## src/rtl/instruction_fetch_pq_pkg.sv

```systemverilog
// Shared definitions for the instruction fetch unit: default fetch parameters,
// request-state encoding and the occupancy-counter width helper.
package instruction_fetch_pq_pkg;

    localparam int unsigned FETCH_PC_STEP  = 4;
    localparam logic [31:0] FETCH_RESET_PC = 32'h0000_0000;

    typedef enum logic {
        REQ_IDLE,
        REQ_PEND
    } req_state_t;

    function automatic int unsigned count_width(input int unsigned depth);
        return $clog2(depth) + 1;
    endfunction

endpackage

```

## src/rtl/instruction_fetch_pq_if.sv

```systemverilog
// Instruction-memory syn/ack bus between the fetch unit (master) and memory (slave).
interface instruction_fetch_pq_if #(
    parameter int unsigned A_WIDTH = 32,
    parameter int unsigned I_WIDTH = 32
);
    logic [A_WIDTH-1:0] o_addr_instr;
    logic               o_syn;
    logic               i_ack;
    logic [I_WIDTH-1:0] i_instr;

    modport master (output o_addr_instr, output o_syn, input i_ack, input i_instr);
    modport slave  (input o_addr_instr, input o_syn, output i_ack, output i_instr);
endinterface

```

## src/rtl/instruction_fetch_pq_fetch_queue.sv

```systemverilog
// Synchronous prefetch FIFO holding {instruction, pc} words; flush empties it at the edge.
module fetch_queue
    import instruction_fetch_pq_pkg::*;
#(
    parameter int unsigned DEPTH = 4,
    parameter int unsigned WIDTH = 64
) (
    input  logic                          clk,
    input  logic                          rst_n,
    input  logic                          push,
    input  logic [WIDTH-1:0]              wdata,
    input  logic                          pop,
    input  logic                          flush,
    output logic [WIDTH-1:0]              rdata,
    output logic                          empty,
    output logic [count_width(DEPTH)-1:0] count
);
    localparam int unsigned PW = $clog2(DEPTH);
    localparam int unsigned CW = count_width(DEPTH);

    logic [WIDTH-1:0] mem_q [DEPTH];
    logic [WIDTH-1:0] mem_d [DEPTH];
    logic [PW-1:0]    wr_ptr_q, wr_ptr_d;
    logic [PW-1:0]    rd_ptr_q, rd_ptr_d;
    logic [CW-1:0]    count_q, count_d;

    always_comb begin
        mem_d    = mem_q;
        wr_ptr_d = wr_ptr_q;
        rd_ptr_d = rd_ptr_q;
        count_d  = count_q;
        if (flush) begin
            wr_ptr_d = '0;
            rd_ptr_d = '0;
            count_d  = '0;
        end else begin
            // Pointers wrap naturally because DEPTH is a power of two.
            if (push) begin
                mem_d[wr_ptr_q] = wdata;
                wr_ptr_d        = wr_ptr_q + PW'(1);
            end
            if (pop) begin
                rd_ptr_d = rd_ptr_q + PW'(1);
            end
            count_d = count_q + CW'(push) - CW'(pop);
        end
    end

    always_ff @(posedge clk or negedge rst_n) begin
        if (!rst_n) begin
            for (int unsigned i = 0; i < DEPTH; i++) begin
                mem_q[i] <= '0;
            end
            wr_ptr_q <= '0;
            rd_ptr_q <= '0;
            count_q  <= '0;
        end else begin
            mem_q    <= mem_d;
            wr_ptr_q <= wr_ptr_d;
            rd_ptr_q <= rd_ptr_d;
            count_q  <= count_d;
        end
    end

    assign rdata = mem_q[rd_ptr_q];
    assign empty = (count_q == '0);
    assign count = count_q;

endmodule

```

## src/rtl/instruction_fetch_pq.sv

```systemverilog
// Instruction fetch unit: sequential syn/ack fetches into a prefetch queue feeding decode,
// with change_pc redirect that flushes the queue and squashes any in-flight response.
module instruction_fetch_pq
    import instruction_fetch_pq_pkg::*;
#(
    parameter int unsigned          I_WIDTH  = 32,
    parameter int unsigned          A_WIDTH  = 32,
    parameter int unsigned          PC_WIDTH = 32,
    parameter int unsigned          DEPTH    = 4,
    parameter int unsigned          PC_STEP  = FETCH_PC_STEP,
    parameter logic [PC_WIDTH-1:0]  RESET_PC = PC_WIDTH'(FETCH_RESET_PC)
) (
    input  logic                          f_clk,
    input  logic                          f_rst_n,
    instruction_fetch_pq_if.master        mem,
    input  logic                          change_pc,
    input  logic [PC_WIDTH-1:0]           alu_pc_value,
    input  logic                          i_stall,
    output logic [I_WIDTH-1:0]            o_instr,
    output logic [PC_WIDTH-1:0]           pc,
    output logic                          o_ce,
    output logic [count_width(DEPTH)-1:0] o_count
);
    localparam int unsigned CW = count_width(DEPTH);
    localparam int unsigned QW = I_WIDTH + PC_WIDTH;

    req_state_t          state_q, state_d;
    logic [PC_WIDTH-1:0] fetch_pc_q, fetch_pc_d;
    logic [PC_WIDTH-1:0] req_pc_q, req_pc_d;
    logic                drop_q, drop_d;

    logic                accept;
    logic                push;
    logic [CW-1:0]       occ_next;
    logic [QW-1:0]       q_rdata;
    logic                q_empty;
    logic [CW-1:0]       q_count;

    fetch_queue #(
        .DEPTH (DEPTH),
        .WIDTH (QW)
    ) u_queue (
        .clk   (f_clk),
        .rst_n (f_rst_n),
        .push  (push),
        .wdata ({mem.i_instr, fetch_pc_q}),
        .pop   (o_ce),
        .flush (change_pc),
        .rdata (q_rdata),
        .empty (q_empty),
        .count (q_count)
    );

    always_ff @(posedge f_clk or negedge f_rst_n) begin
        if (!f_rst_n) begin
            state_q    <= REQ_IDLE;
            fetch_pc_q <= RESET_PC;
            req_pc_q   <= RESET_PC;
            drop_q     <= 1'b0;
        end else begin
            state_q    <= state_d;
            fetch_pc_q <= fetch_pc_d;
            req_pc_q   <= req_pc_d;
            drop_q     <= drop_d;
        end
    end

    always_comb begin
        accept   = (state_q == REQ_PEND) && mem.i_ack;
        push     = accept && !drop_q && !change_pc;
        occ_next = change_pc ? '0 : (q_count + CW'(push) - CW'(o_ce));

        fetch_pc_d = fetch_pc_q;
        if (accept && !drop_q) begin
            fetch_pc_d = fetch_pc_q + PC_WIDTH'(PC_STEP);
        end
        if (change_pc) begin
            fetch_pc_d = alu_pc_value;
        end

        // A redirect while the old request is still unanswered must swallow its response.
        drop_d = drop_q;
        if (change_pc) begin
            drop_d = (state_q == REQ_PEND) && !mem.i_ack;
        end else if (accept) begin
            drop_d = 1'b0;
        end

        // A new request is only issued when a queue slot is guaranteed for its response.
        state_d  = state_q;
        req_pc_d = req_pc_q;
        if (state_q == REQ_IDLE || accept) begin
            if (occ_next < CW'(DEPTH)) begin
                state_d  = REQ_PEND;
                req_pc_d = fetch_pc_d;
            end else begin
                state_d  = REQ_IDLE;
            end
        end
    end

    always_comb begin
        mem.o_syn        = (state_q == REQ_PEND);
        mem.o_addr_instr = A_WIDTH'(req_pc_q);
        o_ce             = !q_empty && !i_stall && !change_pc;
        o_instr          = q_empty ? '0 : q_rdata[QW-1 -: I_WIDTH];
        pc               = q_empty ? '0 : q_rdata[PC_WIDTH-1:0];
        o_count          = q_count;
    end

endmodule

```

## src/flat_wrapper.sv

```systemverilog
// flat-port wrapper written by rule: the top's interface ports become plain ports
module instruction_fetch_pq_flat import instruction_fetch_pq_pkg::*;
#(
    parameter int unsigned          I_WIDTH  = 32,
    parameter int unsigned          A_WIDTH  = 32,
    parameter int unsigned          PC_WIDTH = 32,
    parameter int unsigned          DEPTH    = 4,
    parameter int unsigned          PC_STEP  = FETCH_PC_STEP,
    parameter logic [PC_WIDTH-1:0]  RESET_PC = PC_WIDTH'(FETCH_RESET_PC)
)
  (f_clk, f_rst_n, change_pc, alu_pc_value, i_stall, o_instr, pc, o_ce, o_count, mem_o_addr_instr, mem_o_syn, mem_i_ack, mem_i_instr);
  instruction_fetch_pq_if #(.A_WIDTH(A_WIDTH), .I_WIDTH(I_WIDTH)) mem_i ();
  input  logic f_clk;
  input  logic f_rst_n;
  input  logic change_pc;
  input  logic [PC_WIDTH-1:0] alu_pc_value;
  input  logic i_stall;
  output logic [I_WIDTH-1:0] o_instr;
  output logic [PC_WIDTH-1:0] pc;
  output logic o_ce;
  output logic [count_width(DEPTH)-1:0] o_count;
  output wire logic [$bits(mem_i.o_addr_instr)-1:0] mem_o_addr_instr;
  output wire logic [$bits(mem_i.o_syn)-1:0] mem_o_syn;
  input wire logic [$bits(mem_i.i_ack)-1:0] mem_i_ack;
  input wire logic [$bits(mem_i.i_instr)-1:0] mem_i_instr;
  assign mem_o_addr_instr = mem_i.o_addr_instr;
  assign mem_o_syn = mem_i.o_syn;
  assign mem_i.i_ack = mem_i_ack;
  assign mem_i.i_instr = mem_i_instr;
  instruction_fetch_pq #(.I_WIDTH(I_WIDTH), .A_WIDTH(A_WIDTH), .PC_WIDTH(PC_WIDTH), .DEPTH(DEPTH), .PC_STEP(PC_STEP), .RESET_PC(RESET_PC)) u_core (.f_clk(f_clk), .f_rst_n(f_rst_n), .mem(mem_i), .change_pc(change_pc), .alu_pc_value(alu_pc_value), .i_stall(i_stall), .o_instr(o_instr), .pc(pc), .o_ce(o_ce), .o_count(o_count));
endmodule
```

## config.mk

```make
export PLATFORM = sky130hd
export DESIGN_NAME = instruction_fetch_pq_flat
export DESIGN_NICKNAME = d
export VERILOG_FILES = /design/src/rtl/instruction_fetch_pq_pkg.sv /design/src/rtl/instruction_fetch_pq_if.sv /design/src/rtl/instruction_fetch_pq_fetch_queue.sv /design/src/rtl/instruction_fetch_pq.sv /design/src/flat_wrapper.sv
export SDC_FILE = /design/constraint.sdc
export NUM_CORES = 1
export LEC_CHECK = 0
export BUFFER_PORTS_ARGS = -buffer_cell sky130_fd_sc_hd__buf_2
export CORE_MARGIN = 3
export CORE_UTILIZATION = 29
export DETAILED_ROUTE_END_ITERATION = 16
export GPL_ROUTABILITY_DRIVEN = 1
export GPL_TIMING_DRIVEN = 0
export HOLD_SLACK_MARGIN = 0.03
export SLEW_MARGIN = 0
export SYNTH_ARGS = -nofsm -noshare
export SYNTH_HDL_FRONTEND = slang
export SYNTH_SLANG_ARGS = --single-unit
```

## constraint.sdc

```tcl
create_clock -name f_clk -period 8.1 [get_ports f_clk]
set_input_delay 0.405 -clock f_clk [delete_from_list [all_inputs] [get_ports f_clk]]
set_output_delay 0.405 -clock f_clk [all_outputs]
set_load 0.02 [all_outputs]
```

---- Word level (Yosys, flattened, before mapping) ----
Cells that the tools add are included.
storage, ports and cells
  bits in registers ....................... 329
  output and inout port bits .............. 101
  word-level logic and storage cells ...... 61
operators by class
  $add $sub $neg .......................... 5
  $lt $le $gt $ge ......................... 4
  muxes and demuxes ....................... 18
  bitwise gates (word level) .............. 4
  reductions and logical operators ........ 19
operators by type and width
  cell                                                      number
  bitwise mux 256 bit                                       1
  two-way mux 64 bit                                        3
  binary-select mux 64 bit (select 2 bit)                   1
  demux 64 bit (select 2 bit)                               1
  two-way mux 32 bit                                        4
  adder 32 x 3 -> 32 bit, second input constant             1
  two-way mux 2 bit                                         4
  logical AND 1 bit                                         7
  greater-or-equal comparator 3 bit, second input constant  2
  inverter 2 -> 3 bit                                       2
  nonzero test 2 bit                                        3
  logical NOT 1 bit                                         5
  adder 2 x 1 -> 2 bit, second input constant               2
  AND reduction 2 bit                                       2
  adder 3 x 1 -> 3 bit                                      1
  logical NOT 3 bit                                         1
  < comparator 3 x 1 -> 1 bit, second input constant        1
  < comparator 3 bit, second input constant                 1
  two-way mux 1 bit                                         3
  two-way mux 3 bit                                         1
  subtractor 3 x 1 -> 3 bit                                 1
  inverter 1 bit                                            2
  logical OR 1 bit                                          1

---- Longest topological paths before layout ----
Gate-level depths: netlist (run 1).
  depth in word-level cells ............... 8
  gate-level depth with buffers ........... 15
  mapped depth without buffers ............ 13

---- Cells and area by module ----
Synthesis (run 1) repeated with hierarchy kept, for this count alone.
unflattened totals
  cell total of the unflattened synthesis .. 1,046
  area, all modules ....................... 16,228.1 sq um
modules (own cells, without submodules)
  module                instances  cells each  area an instance (sq um)  seq. area each (sq um)
  fetch_queue           1          658         12,487.0                  6,581.3
  instruction_fetch_pq  1          388         3,741.1                   1,651.6

---- Worst setup path before layout (run 1) ----
OpenSTA, ideal clock, no wires.
  path type ............................... input-to-reg
  from .................................... in change_pc
  to ...................................... reg u_core.req_pc_q[10], in the netlist u_core.mem.o_addr_instr[10]
  library setup time ...................... 0.125 ns
  data arrival time ....................... 3.495 ns
  setup slack ............................. 4.480 ns
  cell stages on the path ................. 14
  buffers on the path ..................... 4
  cells stage by stage .................... buf_2 buf_1 clkbuf_1 nor3_1 ha_1 inv_1 ha_1 inv_1 fa_1 xnor3_1 nor2_1 nor2b_1 buf_2 mux2_2
between the ends
  elaborated cells on any way between the ends .. 9
  classes of those cells .................. add/sub: 2; order compare: 1; mux: 2; reduce/logical: 4
RTL lines
  item                                  RTL line                     RTL
  from (decl)                           flat_wrapper.sv:15           input logic change_pc;
  logical NOT 1 bit                     instruction_fetch_pq.sv:105  o_ce = !q_empty && !i_stall && !change_pc;
  logical AND 1 bit                     instruction_fetch_pq.sv:105
  named net o_ce                        flat_wrapper.sv:20           output logic o_ce;
  subtractor 3 x 1 -> 3 bit             instruction_fetch_pq.sv:71   occ_next = change_pc ? '0 : (q_count + CW'(push) - CW'(o_ce));
  two-way mux 3 bit                     instruction_fetch_pq.sv:71
  named net u_core.occ_next[2]          instruction_fetch_pq.sv:34   logic [CW-1:0] occ_next;
  < comparator 3 bit                    instruction_fetch_pq.sv:93   if (occ_next < CW'(DEPTH)) begin
  AND reduction 2 bit (no source line)  n/a
  to (signal assigned)                  instruction_fetch_pq.sv:63   req_pc_q <= req_pc_d;
  to (decl)                             instruction_fetch_pq.sv:29   logic [PC_WIDTH-1:0] req_pc_q, req_pc_d;
The timed path passes the listed nets, and every way through them passes these cells.
A chain may end at the register's enable or synchronous reset.

---- Final worst setup path (run 1) ----
  from .................................... reg u_core.u_queue.count_q[1], in the netlist u_core.u_queue.count[1]
  to ...................................... reg u_core.req_pc_q[27], in the netlist u_core.mem.o_addr_instr[27]
between the ends
  cells in the longest elaborated chain, start to end .. 8
  elaborated cells on any way between the ends .. 9
  classes of those cells .................. add/sub: 2; order compare: 1; mux: 1; reduce/logical: 5
ends and longest elaborated chain
  item                                                                          RTL line                                RTL
  from (decl)                                                                   instruction_fetch_pq_fetch_queue.sv:25  logic [CW-1:0] count_q, count_d;
  from (signal assigned)                                                        instruction_fetch_pq_fetch_queue.sv:61  count_q <= count_d;
  parallel branches: the longest is 4 deep, another holds adder 3 x 1 -> 3 bit  n/a
  subtractor 3 x 1 -> 3 bit *                                                   instruction_fetch_pq.sv:71
  two-way mux 3 bit *                                                           instruction_fetch_pq.sv:71
  < comparator 3 bit *                                                          instruction_fetch_pq.sv:93
  AND reduction 2 bit (no source line) *                                        n/a
Every way passes the cells marked *.

==> impl_summary.txt, run 1 <==
----------------------------------------------------
[Status]
  Status ... finished clean

[Floorplanning]
  Starting Density ... 29.62%
  # rows ... 82
  Io pins ... 170
  Std-Cell Core Area ... 50680 um^2
  Floorplan die area ... 54530 um^2
  Die H ... 233.5 um
  Die Wd ... 233.5 um

[Clock network]
  TritonCTS clock tree ... built
  Clock slew at reported path FFs ... 0.06 ns
  Clock network latency to the later pin of the worst-skew pair ... 0.51 ns
  CTS Root Cell ... sky130_fd_sc_hd__clkbuf_16
  Maximum level of the CTS H-tree ... 2
  Number of clock buffers inserted by TritonCTS ... 36
  Clock tree buffer depth ... 3
  Sinks on Clock Net ... 329
  Cells resized by post-CTS repair ... 0

[Layout]
  Number of inserted filler cells in the final layout ... 4976
  Area growth from synthesis to layout ... 19.49%
  Final #Nets ... 1358
  Ratio of cells with drive above 1 in the final layout ... 45.82%
  FF/Latch Area ... 8233 um^2
  Most common library cell in the layout ignoring fill and taps ... sky130_fd_sc_hd__dfrtp_1
  Most frequent cells in the layout ... sky130_fd_sc_hd__dfrtp_1, sky130_fd_sc_hd__mux2_2, sky130_fd_sc_hd__buf_2
  Area used by multi-input combinational logic ... about 6400 um^2

[STA]
  Minimum clock period ... 4.415 ns
  Layout Skew ... 0.01368 ns
  RSZ-0062 raised after global routing ... no
  Max-slew headroom at the worst pin ... between 30% and 40%
  Maximum operating frequency ... 0.2265 GHz
  Final setup viols ... 0
  Worst hold slack ... 0.1238 ns
  Number of max-slew violations in the final report ... 0
  Final sum of negative setup slack ... 0 ns
  Measured slew at the worst slew-check pin ... around 0.99 ns
  Share of the cycle needed by the critical path after routing ... 54.51%
  Hold Violations, Final ... 0

[Drt]
  Vias after detailed routing ... between 9000 and 10000
  Routed vias/inst ... between 4 and 5
  Average routed wire per standard cell ... 19.72 um
  First-pass DRT Iterations ... 5
  Total routed wirelength ... 38970 um
  Remaining antenna violation count after routing ... 0
  Violation count after the first detailed-routing iteration ... ~540
  DRC viols ... 0

[Logic synthesis]
  Number of warning messages in the yosys log ... 0
  Cells after Synth ... 1071
  Dominant synthesized flop cell ... sky130_fd_sc_hd__dfrtp_1
  Net count after synthesis ... 1148
  Asr flop ratio synth ... 100.0%
  Number of enable-type register cells in the synthesized netlist ... 0
  Synth unique cells ... 52
  Cell Area, Synth ... 15010 um^2
  Share of the yosys chip area belonging to registers ... a little over half
  Mapped Avg Cell Area ... 14.02 um^2
  Register bit total from synthesis ... between 300 and 400

[Global route]
  Maximum number of pins on one net before global-route repair ... around 120
  Total gr overflow ... 0
  Vias in the first global route ... 10100
  Initial antenna violation count ... 0
  Global-route wire length before repair ... between 60000 and 70000 um
  Total global routing track utilization ... between 10% and 20%

[Place]
  DP Wirelength ... 27680 um
  Global placer's final weighted congestion ... 0.7848
  Count of port buffers added during placement ... around 170

[Worst setup path]
  Data arrival at the endpoint of the critical path ... 4.84 ns
  Data required, critical path ... 8.53 ns
  Critical Path End Type ... register
  Worst Setup Path Type ... register to register
  Length in cells of the worst reg-to-reg path ... 13
  Largest driver fanout on the critical path ... 10
  Kind of start point of the critical path ... register

[Job]
  Max capacitance violation total ... 0

[Worst hold path]
  Hold Path Class ... primary input to register
  Hold path depth ... 3

[Power]
  Pleak ... 8.101 nW
  Power density of the placed cells ... 366.7 nW/um^2
  Worst ir drop on vdd ... 0.0001630 V

----------------------------------------------------
registers in the layout, summed over array words and instances (netlist names):
register	cells
u_core.u_queue.count	3
u_core.u_queue.wr_ptr_q	2
u_core.u_queue.rd_ptr_q	2
u_core.mem.o_syn	1
u_core.u_queue.mem_q	256
u_core.drop_q	1
u_core.mem.o_addr_instr	32
u_core.fetch_pc_q	32
per-layer routing:
metal	routed length (um)	GRT usage [%]	vias to the layer above	part of all wire (%)
met5	0	0	-	0
met4	665	3.118	0	1.7
met3	1906	2.598	47	4.9
met2	18230	23.24	242	47
met1	18170	20.21	4904	47
li1	-	-	4278	-
layout make-up:
type                            instances  share of cell area [%]
Antenna cell                            1                 0.01395
Buffer                                 75                   1.883
Clock buffer                           52                   5.811
Clock inverter                          8                  0.6627
Inverter                                9                  0.1883
Multi-Input combinational cell        658                   35.72
Sequential cell                       329                   45.90
Tap cell                              672                   4.687
Timing Repair Buffer                  172                   5.134
report_power, final:
part / internal [mW] / switching, mW / leakage (nW) / total, mW
registers: 2.24 / 0.317 / 4.17 / 2.56
logic: 1.17 / 1.22 / 3.36 / 2.39
clock network: 0.985 / 0.647 / 0.572 / 1.63
final timing paths:
kind | startpoint | endpoint | slack [ns]
worst max-delay path | u_core.u_queue.count[1] | u_core.mem.o_addr_instr[27] | 3.69
worst min-delay path | alu_pc_value[17] | u_core.fetch_pc_q[17] | 0.12
worst max register to register | u_core.u_queue.count[1] | u_core.mem.o_addr_instr[27] | 3.69
worst min register to register | u_core.u_queue.mem_q[201] | u_core.u_queue.mem_q[201] | 0.48
max in group asynchronous | f_rst_n | u_core.u_queue.mem_q[137] | 6.52
min in group asynchronous | f_rst_n | u_core.mem.o_addr_instr[29] | 0.50
cell usage after synthesis (2+ instances only):
library cell / instances / share of area [%]
sky130_fd_sc_hd__buf_1: 5 / 0.13
sky130_fd_sc_hd__mux2_2: 257 / 19
sky130_fd_sc_hd__mux2i_1: 2 / 0.13
sky130_fd_sc_hd__mux2_4: 2 / 0.20
sky130_fd_sc_hd__inv_1: 9 / 0.23
sky130_fd_sc_hd__nor4_1: 3 / 0.13
sky130_fd_sc_hd__a21oi_1: 26 / 0.87
sky130_fd_sc_hd__o21ai_1: 6 / 0.20
sky130_fd_sc_hd__nor2_1: 36 / 0.90
sky130_fd_sc_hd__nor3_1: 10 / 0.33
sky130_fd_sc_hd__nand2_1: 52 / 1.3
sky130_fd_sc_hd__dfrtp_1: 329 / 55
sky130_fd_sc_hd__xnor2_1: 9 / 0.53
sky130_fd_sc_hd__clkbuf_2: 2 / 0.067
sky130_fd_sc_hd__clkbuf_1: 25 / 0.63
sky130_fd_sc_hd__o22ai_1: 9 / 0.38
sky130_fd_sc_hd__nor2b_1: 68 / 2.8
sky130_fd_sc_hd__ha_1: 7 / 0.58
sky130_fd_sc_hd__nand3_1: 12 / 0.40
sky130_fd_sc_hd__mux4_2: 64 / 9.6
sky130_fd_sc_hd__a31oi_1: 3 / 0.13
sky130_fd_sc_hd__o211ai_1: 3 / 0.15
sky130_fd_sc_hd__o21ai_0: 22 / 0.73
sky130_fd_sc_hd__and3_1: 8 / 0.33
sky130_fd_sc_hd__nand4_1: 11 / 0.46
sky130_fd_sc_hd__mux2_1: 4 / 0.30
sky130_fd_sc_hd__and4_1: 3 / 0.18
sky130_fd_sc_hd__nor4_4: 2 / 0.28
sky130_fd_sc_hd__buf_2: 43 / 1.4
sky130_fd_sc_hd__xor2_1: 17 / 0.99
worst max-delay path, stage by stage, from the launching register on:
cell and delay [ns]:
sky130_fd_sc_hd__dfrtp_1 0.44, sky130_fd_sc_hd__nor3_1 0.56, sky130_fd_sc_hd__clkbuf_1 0.57, sky130_fd_sc_hd__nor3_1 0.16
sky130_fd_sc_hd__ha_1 0.32, sky130_fd_sc_hd__inv_1 0.05, sky130_fd_sc_hd__ha_1 0.13, sky130_fd_sc_hd__inv_1 0.05
sky130_fd_sc_hd__fa_1 0.36, sky130_fd_sc_hd__xnor3_1 0.22, sky130_fd_sc_hd__o21ai_1 0.79, sky130_fd_sc_hd__clkbuf_1 0.45
sky130_fd_sc_hd__a21oi_1 0.08, sky130_fd_sc_hd__o22ai_1 0.14
cell families after synthesis:
family,after synthesis,synth area share (%)
XOR/XNOR,27,1.667
AO/OA/AOI/OAI,78,2.959
adder cells (fa/ha/maj),8,0.7168
flip-flops,329,54.84
buffers and inverters,84,2.475
AND/OR/NAND/NOR,216,7.827
multiplexers,329,29.51
metrics by stage:
step | util [%] | instance area (um^2) | power, mW | setup WS [ns] | cells
6_report | 35.39 | 17940 | 6.577 | 3.685 | 1976
3_5_place_dp | 33.07 | 16760 | 5.026 | 3.374 | 1914
5_1_grt | 35.39 | 17930 | 6.983 | 3.300 | 1975
4_1_cts | 35.39 | 17930 | 6.692 | 3.638 | 1975
3_3_place_gp | 32.95 | 16700 | 4.944 | 0.3485 | 1912
2_1_floorplan | - | 15010 | 4.196 | 4.480 | 1071
repair_timing:
action / in CTS / in global routing
hold buffers: 1 / 0
setup buffers: 0 / 0
hold endpoints to repair: 95 / 0
(Power assumes the default switching activity.)
==> run 2, diff against run 1 <==
==> constraint.sdc (replaced) <==
create_clock -name f_clk -period 3.8 [get_ports f_clk]
set_input_delay 0.19 -clock f_clk [delete_from_list [all_inputs] [get_ports f_clk]]
set_output_delay 0.19 -clock f_clk [all_outputs]
set_load 0.02 [all_outputs]
==> impl_summary.txt, run 2 (synthesis gave the netlist of run 1 again) <==
----------------------------------------------------
[Clock network]
  CTS Root Cell ... sky130_fd_sc_hd__clkbuf_16
  Number of clock buffers inserted by TritonCTS ... 36 (unchanged)
  TritonCTS clock tree ... built
  Clock slew at reported path FFs ... 0.06 ns (about the same)
  Maximum level of the CTS H-tree ... 2 (unchanged)
  Clock tree buffer depth ... 3 (unchanged)
  Clock network latency to the later pin of the worst-skew pair ... 0.51 ns (about the same)
  Sinks on Clock Net ... 329 (unchanged)

[Power]
  Share of power burned in the clock network ... 24.6% (-0.2 points)
  Power density of the placed cells ... 757.5 nW/um^2 (+110%)
  Power Internal ... 9.425 mW (+110%)
  Logic pwr share ... 36.7% (+0.4 points)
  Switching share of power ... 33.16% (-0.048 points)
  Worst ir drop on vdd ... 0.0003792 V (+130%)
  Reported net switching power ... 4.676 mW (+110%)
  Pleak ... 8.390 nW (+3.6%)
  Fraction of power consumed by sequential logic ... 38.7% (-0.2 points)

[Drt]
  Remaining antenna violation count after routing ... 0 (unchanged)
  Average routed wire per standard cell ... 19.30 um (-2.2%)
  Violation count after the first detailed-routing iteration ... 554 (+1.8%)
  Vias after detailed routing ... 9681 (+2.2%)
  Routed vias/inst ... 4.748 (-0.94%)
  DRC viols ... 0 (unchanged)
  Total routed wirelength ... 39340 um (+0.95%)
  First-pass DRT Iterations ... 4 (-1)

[Status]
  Status ... finished clean

[Layout]
  Max FFs per register ... 256 (unchanged)
  Most common library cell in the layout ignoring fill and taps ... sky130_fd_sc_hd__dfrtp_1
  Final design area excluding fillers ... 18610 um^2 (+3.8%)
  Register with the most flip-flops ... u_core.u_queue.mem_q
  Number of antenna cells inserted ... 0 (-1)
  Area growth from synthesis to layout ... 24.00%
  Final #Nets ... 1422 (+4.7%)
  Final core occ ... 36.73% (+1.3 points)
  Most frequent cells in the layout ... sky130_fd_sc_hd__dfrtp_1, sky130_fd_sc_hd__mux2_2, sky130_fd_sc_hd__buf_2
  Ratio of cells with drive above 1 in the final layout ... 44.11% (-1.7 points)

[Floorplanning]
  # rows ... 82 (unchanged)
  Floorplan die area ... 54530 um^2 (unchanged)
  Std-Cell Core Area ... 50680 um^2 (unchanged)
  Starting Density ... 29.62% (unchanged)
  Io pins ... 170 (unchanged)
  Die Wd ... 233.5 um (unchanged)
  Die H ... 233.5 um (unchanged)

[Place]
  Dpl cell area ... 16760 um^2 (unchanged)
  Count of port buffers added during placement ... 169 (unchanged)
  DP Wirelength ... 27680 um (unchanged)
  Global placer's final weighted congestion ... 0.7848 (unchanged)

[Worst setup path]
  Kind of start point of the critical path ... register
  Critical Path End Type ... register
  Largest driver fanout on the critical path ... 10 (unchanged)
  Maximum single-stage delay on the critical path ... 0.46 ns (-0.33 ns)
  Worst Setup Path Type ... register to register
  Number of buffer and inverter stages on the critical path ... 4 (unchanged)
  Critical path's slowest cell ... sky130_fd_sc_hd__dfrtp_1
  Crit path max-delay family ... adder cells
  Data arrival at the endpoint of the critical path ... 3.92 ns (-0.92 ns)
  Cells along the critical path ... nor3_4 > clkbuf_4 > nor3_1 > ha_1 > inv_1 > ha_1 > inv_1 > fa_1 > xnor3_1 > nor2_1 > nor2b_1 > buf_2 > mux2_2
  Data required, critical path ... 4.20 ns (-4.33 ns)

[Global route]
  Maximum number of pins on one net before global-route repair ... 123 (unchanged)
  Total gr overflow ... 0 (unchanged)
  Global-route wire length before repair ... 61550 um (+1.6%)
  Vias in the first global route ... 10420 (+3.2%)
  Initial antenna violation count ... 0 (unchanged)
  Total global routing track utilization ... 14.55% (+0.16 points)

[STA]
  RSZ-0062 raised after global routing ... no
  Share of the cycle needed by the critical path after routing ... 92.65% (+38 points)
  Number of max-slew violations in the final report ... 0 (unchanged)
  Maximum operating frequency ... 0.2840 GHz (+25%)
  Layout Skew ... 0.01364 ns (-0.00004050 ns)
  Max-slew headroom at the worst pin ... 36.51% (+3.3 points)
  Hold Violations, Final ... 0 (unchanged)
  Measured slew at the worst slew-check pin ... 0.9524 ns (-0.04214 ns)
  Final setup viols ... 0 (unchanged)
  Minimum clock period ... 3.521 ns (-0.8942 ns)

[Worst hold path]
  Hold Path Class ... primary input to register

[Job]
  Max capacitance violation total ... 0 (unchanged)

----------------------------------------------------
-- run 2: cell types whose count changed in the layout (fill, tap and decap cells not counted) --
cell,delta
sky130_fd_sc_hd__o21ai_1,-1
sky130_fd_sc_hd__nor3_1,-1
sky130_fd_sc_hd__clkbuf_4,+2
sky130_fd_sc_hd__diode_2,-1
sky130_fd_sc_hd__dlygate4sd3_1,+65
sky130_fd_sc_hd__o21ai_4,+1
sky130_fd_sc_hd__buf_2,-1
sky130_fd_sc_hd__clkbuf_1,-5
sky130_fd_sc_hd__clkbuf_2,+3
sky130_fd_sc_hd__nor3_4,+1
-- run 2: path summary, 6_finish.rpt --
| kind | from | cells past startpoint | slack, ns | to |
|---|---|---|---|---|
| worst max-delay path | u_core.u_queue.count[1] | 13 | 0.28 | u_core.mem.o_addr_instr[11] |
| worst min-delay path | change_pc | 3 | 0.07 | u_core.drop_q |
| worst max register to register | u_core.u_queue.count[1] | 13 | 0.28 | u_core.mem.o_addr_instr[11] |
| worst min register to register | u_core.u_queue.mem_q[201] | 2 | 0.48 | u_core.u_queue.mem_q[201] |
| max in group asynchronous | f_rst_n | 3 | 2.41 | u_core.u_queue.mem_q[137] |
| min in group asynchronous | f_rst_n | 2 | 0.29 | u_core.mem.o_addr_instr[29] |
-- run 2: per-stage QoR --
stage	hold WS (ns)	power (mW)	setup TNS [ns]	setup slack (ns)	instances
2_1_floorplan	-0.1056	8.945	0	0.3620	1071
3_3_place_gp	0.4224	10.54	-1223.81	-3.736	1912
3_5_place_dp	0.2723	10.71	-13.31	-0.7109	1914
4_1_cts	0.04473	14.33	0	0.05237	2040
5_1_grt	0.07462	14.97	0	0.06854	2039
6_report	0.07125	14.10	0	0.2792	2039
-- run 2: cell type report --
class	instances	area [um^2]
repair buffers	237	1572
inverters	9	33.78
fillers	4939	32070
plain buffers	74	344.1
flip-flops and latches	329	8233
clock inverters	8	118.9
well taps	672	840.8
clock buffers	52	1042
multi-input cells	658	6430
-- run 2: worst min-delay path, delay by kind of cell --
| kind | cells | cell delay [ns] |
|---|---|---|
| compound gates | 1 | 0.07 |
| buf+inv | 1 | 0.15 |
| simple gates | 1 | 0.14 |
-- run 2: power groups by stage --
stage,logic [mW],registers (mW),clock network (mW)
CTS,5.29,5.45,3.59
floorplan,3.45,5.50,0
global placement,5.12,5.42,0
global route,5.63,5.61,3.74
detailed placement,5.21,5.51,0
finish,5.18,5.45,3.47
-- run 2: what timing repair did --
action / in CTS / in global routing
hold buffers: 66 / 0
buffers inserted: 0 / 0
setup endpoints to repair: 32 / 29
endpoints found under the hold margin: 274 / 0
resized for setup: 3 / 11
-- run 2: layer usage --
layer | share of wire, % | global-route usage (%) | vias to the layer above
met5 | 0 | 0 | -
met4 | 1.6 | 3.137 | 0
met1 | 47 | 20.22 | 5023
met2 | 47 | 23.84 | 210
met3 | 4.4 | 2.524 | 47
li1 | - | - | 4401
==> run 3, diff against run 2 <==
--- a/config.mk
+++ b/config.mk
@@ -5,13 +5,15 @@
 export SDC_FILE = /design/constraint.sdc
 export NUM_CORES = 1
 export LEC_CHECK = 0
-export BUFFER_PORTS_ARGS = -buffer_cell sky130_fd_sc_hd__buf_2
+export BUFFER_PORTS_ARGS = -buffer_cell sky130_fd_sc_hd__clkbuf_2
 export CORE_MARGIN = 3
-export CORE_UTILIZATION = 29
+export CORE_UTILIZATION = 53
+export CTS_CLUSTER_DIAMETER = 150
 export DETAILED_ROUTE_END_ITERATION = 16
 export GPL_ROUTABILITY_DRIVEN = 1
 export GPL_TIMING_DRIVEN = 0
 export HOLD_SLACK_MARGIN = 0.03
+export PLACE_DENSITY = 0.76
 export SLEW_MARGIN = 0
 export SYNTH_ARGS = -nofsm -noshare
 export SYNTH_HDL_FRONTEND = slang
==> impl_summary.txt, run 3 (synthesis gave the netlist of run 1 again) <==
----------------------------------------------------
[Status]
  Status ... finished clean

[Global route]
  Maximum number of pins on one net before global-route repair ... 118 (-4.1%)
  Total global routing track utilization ... 22.74% (+8.2 points)
  Met1 Use GR ... 32.17% (+12 points)
  Total gr overflow ... 0 (unchanged)
  Initial antenna violation count ... 0 (unchanged)
  Met2 track demand over resource ... 36.91% (+13 points)
  Layer carrying the most global-route usage ... met2
  Global-route wire length before repair ... 55170 um (-10%)
  Vias in the first global route ... 10200 (-2.1%)
  Global Route met3 Usage ... 3.626% (+1.1 points)

[STA]
  Minimum clock period ... 3.641 ns (+0.1200 ns)
  Hold Violations, Final ... 0 (unchanged)
  Max-slew headroom at the worst pin ... 39.57% (+3.1 points)
  Layout Skew ... 0.02145 ns (+0.007811 ns)
  Final sum of negative setup slack ... 0 ns (unchanged)
  RSZ-0062 raised after global routing ... no
  Share of the cycle needed by the critical path after routing ... 95.81% (+3.2 points)
  Maximum operating frequency ... 0.2747 GHz (-3.3%)
  Worst hold slack ... 0.09746 ns (+0.02621 ns)
  Final setup viols ... 0 (unchanged)
  Number of max-slew violations in the final report ... 0 (unchanged)
  Final Worst Setup Slack ... 0.1592 ns (-0.1200 ns)
  Measured slew at the worst slew-check pin ... 0.9065 ns (-0.04588 ns)

[Layout]
  Number of antenna cells inserted ... 0 (unchanged)
  Register with the most flip-flops ... u_core.u_queue.mem_q
  Most frequent cells in the layout ... sky130_fd_sc_hd__dfrtp_1, sky130_fd_sc_hd__mux2_2, sky130_fd_sc_hd__clkbuf_2
  Area growth from synthesis to layout ... 21.09%
  Ratio of cells with drive above 1 in the final layout ... 43.97% (-0.14 points)
  Max FFs per register ... 256 (unchanged)
  Most common library cell in the layout ignoring fill and taps ... sky130_fd_sc_hd__dfrtp_1
  Final #Nets ... 1422 (unchanged)
  Final Instance Count excl. Fillers ... 1741 (-15%)
  Final core occ ... 66.34% (+30 points)
  Final design area excluding fillers ... 18180 um^2 (-2.3%)

[Worst setup path]
  Data arrival at the endpoint of the critical path ... 4.03 ns (+0.11 ns)
  Minimum setup slack among reg-to-reg paths ... 0.16 ns (-0.12 ns)
  Worst r2r dst ... u_core.mem.o_addr_instr[10]
  Data required, critical path ... 4.19 ns (about the same)
  FF-to-FF Start ... u_core.u_queue.count[1]
  Largest driver fanout on the critical path ... 10 (unchanged)
  Critical Path End Type ... register
  Kind of start point of the critical path ... register
  Length in cells of the worst reg-to-reg path ... 13 (unchanged)
  Worst Setup Path Type ... register to register

[Clock network]
  TritonCTS clock tree ... built
  Maximum level of the CTS H-tree ... 2 (unchanged)
  Clock slew at reported path FFs ... 0.06 ns (about the same)
  Clock network latency to the later pin of the worst-skew pair ... 0.52 ns (about the same)
  Number of clock buffers inserted by TritonCTS ... 35 (-2.8%)
  CTS Root Cell ... sky130_fd_sc_hd__clkbuf_16
  Sinks on Clock Net ... 329 (unchanged)
  Clock tree buffer depth ... 3 (unchanged)

[Drt]
  First-pass DRT Iterations ... 5 (+1)
  Routed vias/inst ... 5.588 (+18%)
  Average routed wire per standard cell ... 19.88 um (+3.0%)
  Vias after detailed routing ... 9729 (+0.50%)
  Violation count after the first detailed-routing iteration ... 604 (+9.0%)
  Remaining antenna violation count after routing ... 0 (unchanged)
  Total routed wirelength ... 34610 um (-12%)
  DRC viols ... 0 (unchanged)

[Power]
  Power Internal ... 9.254 mW (-1.8%)
  Reported net switching power ... 4.555 mW (-2.6%)
  Fraction of power consumed by sequential logic ... 39.5% (+0.8 points)
  Power density of the placed cells ... 759.7 nW/um^2 (+0.28%)
  Overall power consumption ... 13.81 mW (-2.1%)
  Logic pwr share ... 36.7% (about the same)
  Share of power burned in the clock network ... 23.9% (-0.7 points)
  Worst ir drop on vdd ... 0.0005172 V (+36%)
  Switching share of power ... 32.99% (-0.17 points)
  Pleak ... 8.335 nW (-0.65%)

[Worst hold path]
  Hold path startpoint ... change_pc
  Hold path depth ... 3 (unchanged)
  Worst min-delay path endpoint ... u_core.drop_q
  Hold Path Class ... primary input to register

[Place]
  Worst slack at placement ... -0.5430 ns (+0.1679 ns)
  DP Wirelength ... 23480 um (-15%)
  Dpl cell area ... 16390 um^2 (-2.2%)
  Count of port buffers added during placement ... 169 (unchanged)
  Instance count after placement with tap cells included ... 1614 (-16%)
  Global placer's final weighted congestion ... 0.7973 (+1.6%)

[Floorplanning]
  Std-Cell Core Area ... 27400 um^2 (-46%)
  Io pins ... 170 (unchanged)
  Die Wd ... 174.3 um (-25%)
  Floorplan die area ... 30380 um^2 (-44%)
  Die H ... 174.3 um (-25%)
  # rows ... 60 (-27%)
  Starting Density ... 54.79% (+25 points)

[Job]
  Max capacitance violation total ... 0 (unchanged)

----------------------------------------------------
-- run 3: how the worst max path moves through the flow --
stage                                  from                          end  slack, ns  cells past startpoint
detailed placement                change_pc  u_core.mem.o_addr_instr[14]      -0.54                     15
CTS                 u_core.u_queue.count[1]  u_core.mem.o_addr_instr[14]       0.14                     13
finish              u_core.u_queue.count[1]  u_core.mem.o_addr_instr[10]       0.16                     13
global placement                    f_rst_n  u_core.mem.o_addr_instr[27]      -4.40                      1
global route        u_core.u_queue.count[1]  u_core.mem.o_addr_instr[27]       0.01                     14
floorplan           u_core.u_queue.count[1]  u_core.mem.o_addr_instr[10]       0.36                     13
-- run 3: final cells by class --
cell class / count / area (um^2)
fillers: 1998 / 9224
flip-flops and latches: 329 / 8233
multi-input cells: 658 / 6416
repair buffers: 237 / 1570
clock buffers: 56 / 1087
well taps: 372 / 465.4
plain buffers: 75 / 341.6
inverters: 9 / 33.78
clock inverters: 5 / 30.03
-- run 3: what timing repair did --
item                                    4_1_cts  5_1_grt
hold buffers                                 66        0
endpoints found under the setup margin       32       10
gates resized for setup                       3        4
hold endpoints to repair                    278        0
cloned                                        0        0
buffers inserted                              0        0
-- run 3: power by group through the flow --
stage	combinational (mW)	sequential [mW]	clock, mW
5_1_grt	5.46	5.60	3.50
3_3_place_gp	4.92	5.42	0
6_report	5.06	5.45	3.30
2_1_floorplan	3.45	5.50	0
4_1_cts	5.13	5.44	3.37
3_5_place_dp	5.04	5.49	0
-- run 3: worst max-delay path, cell delays in order, from the launching register on --
cell and delay (ns):
sky130_fd_sc_hd__dfrtp_1 0.46, sky130_fd_sc_hd__nor3_2 0.38, sky130_fd_sc_hd__clkbuf_2 0.37, sky130_fd_sc_hd__nor3_1 0.12, sky130_fd_sc_hd__ha_1 0.30, sky130_fd_sc_hd__inv_1 0.06, sky130_fd_sc_hd__ha_1 0.12, sky130_fd_sc_hd__inv_1 0.04
sky130_fd_sc_hd__fa_1 0.36, sky130_fd_sc_hd__xnor3_1 0.26, sky130_fd_sc_hd__nor2_1 0.08, sky130_fd_sc_hd__nor2b_1 0.25, sky130_fd_sc_hd__buf_2 0.32, sky130_fd_sc_hd__mux2_2 0.37
-- run 3: per-layer routing --
metal	share of wire, %	wire length [um]	up-vias
met4	2.4	824	0
met1	45	15430	4966
met3	5.3	1823	61
met2	48	16530	294
met5	0	0	-
li1	-	-	4408
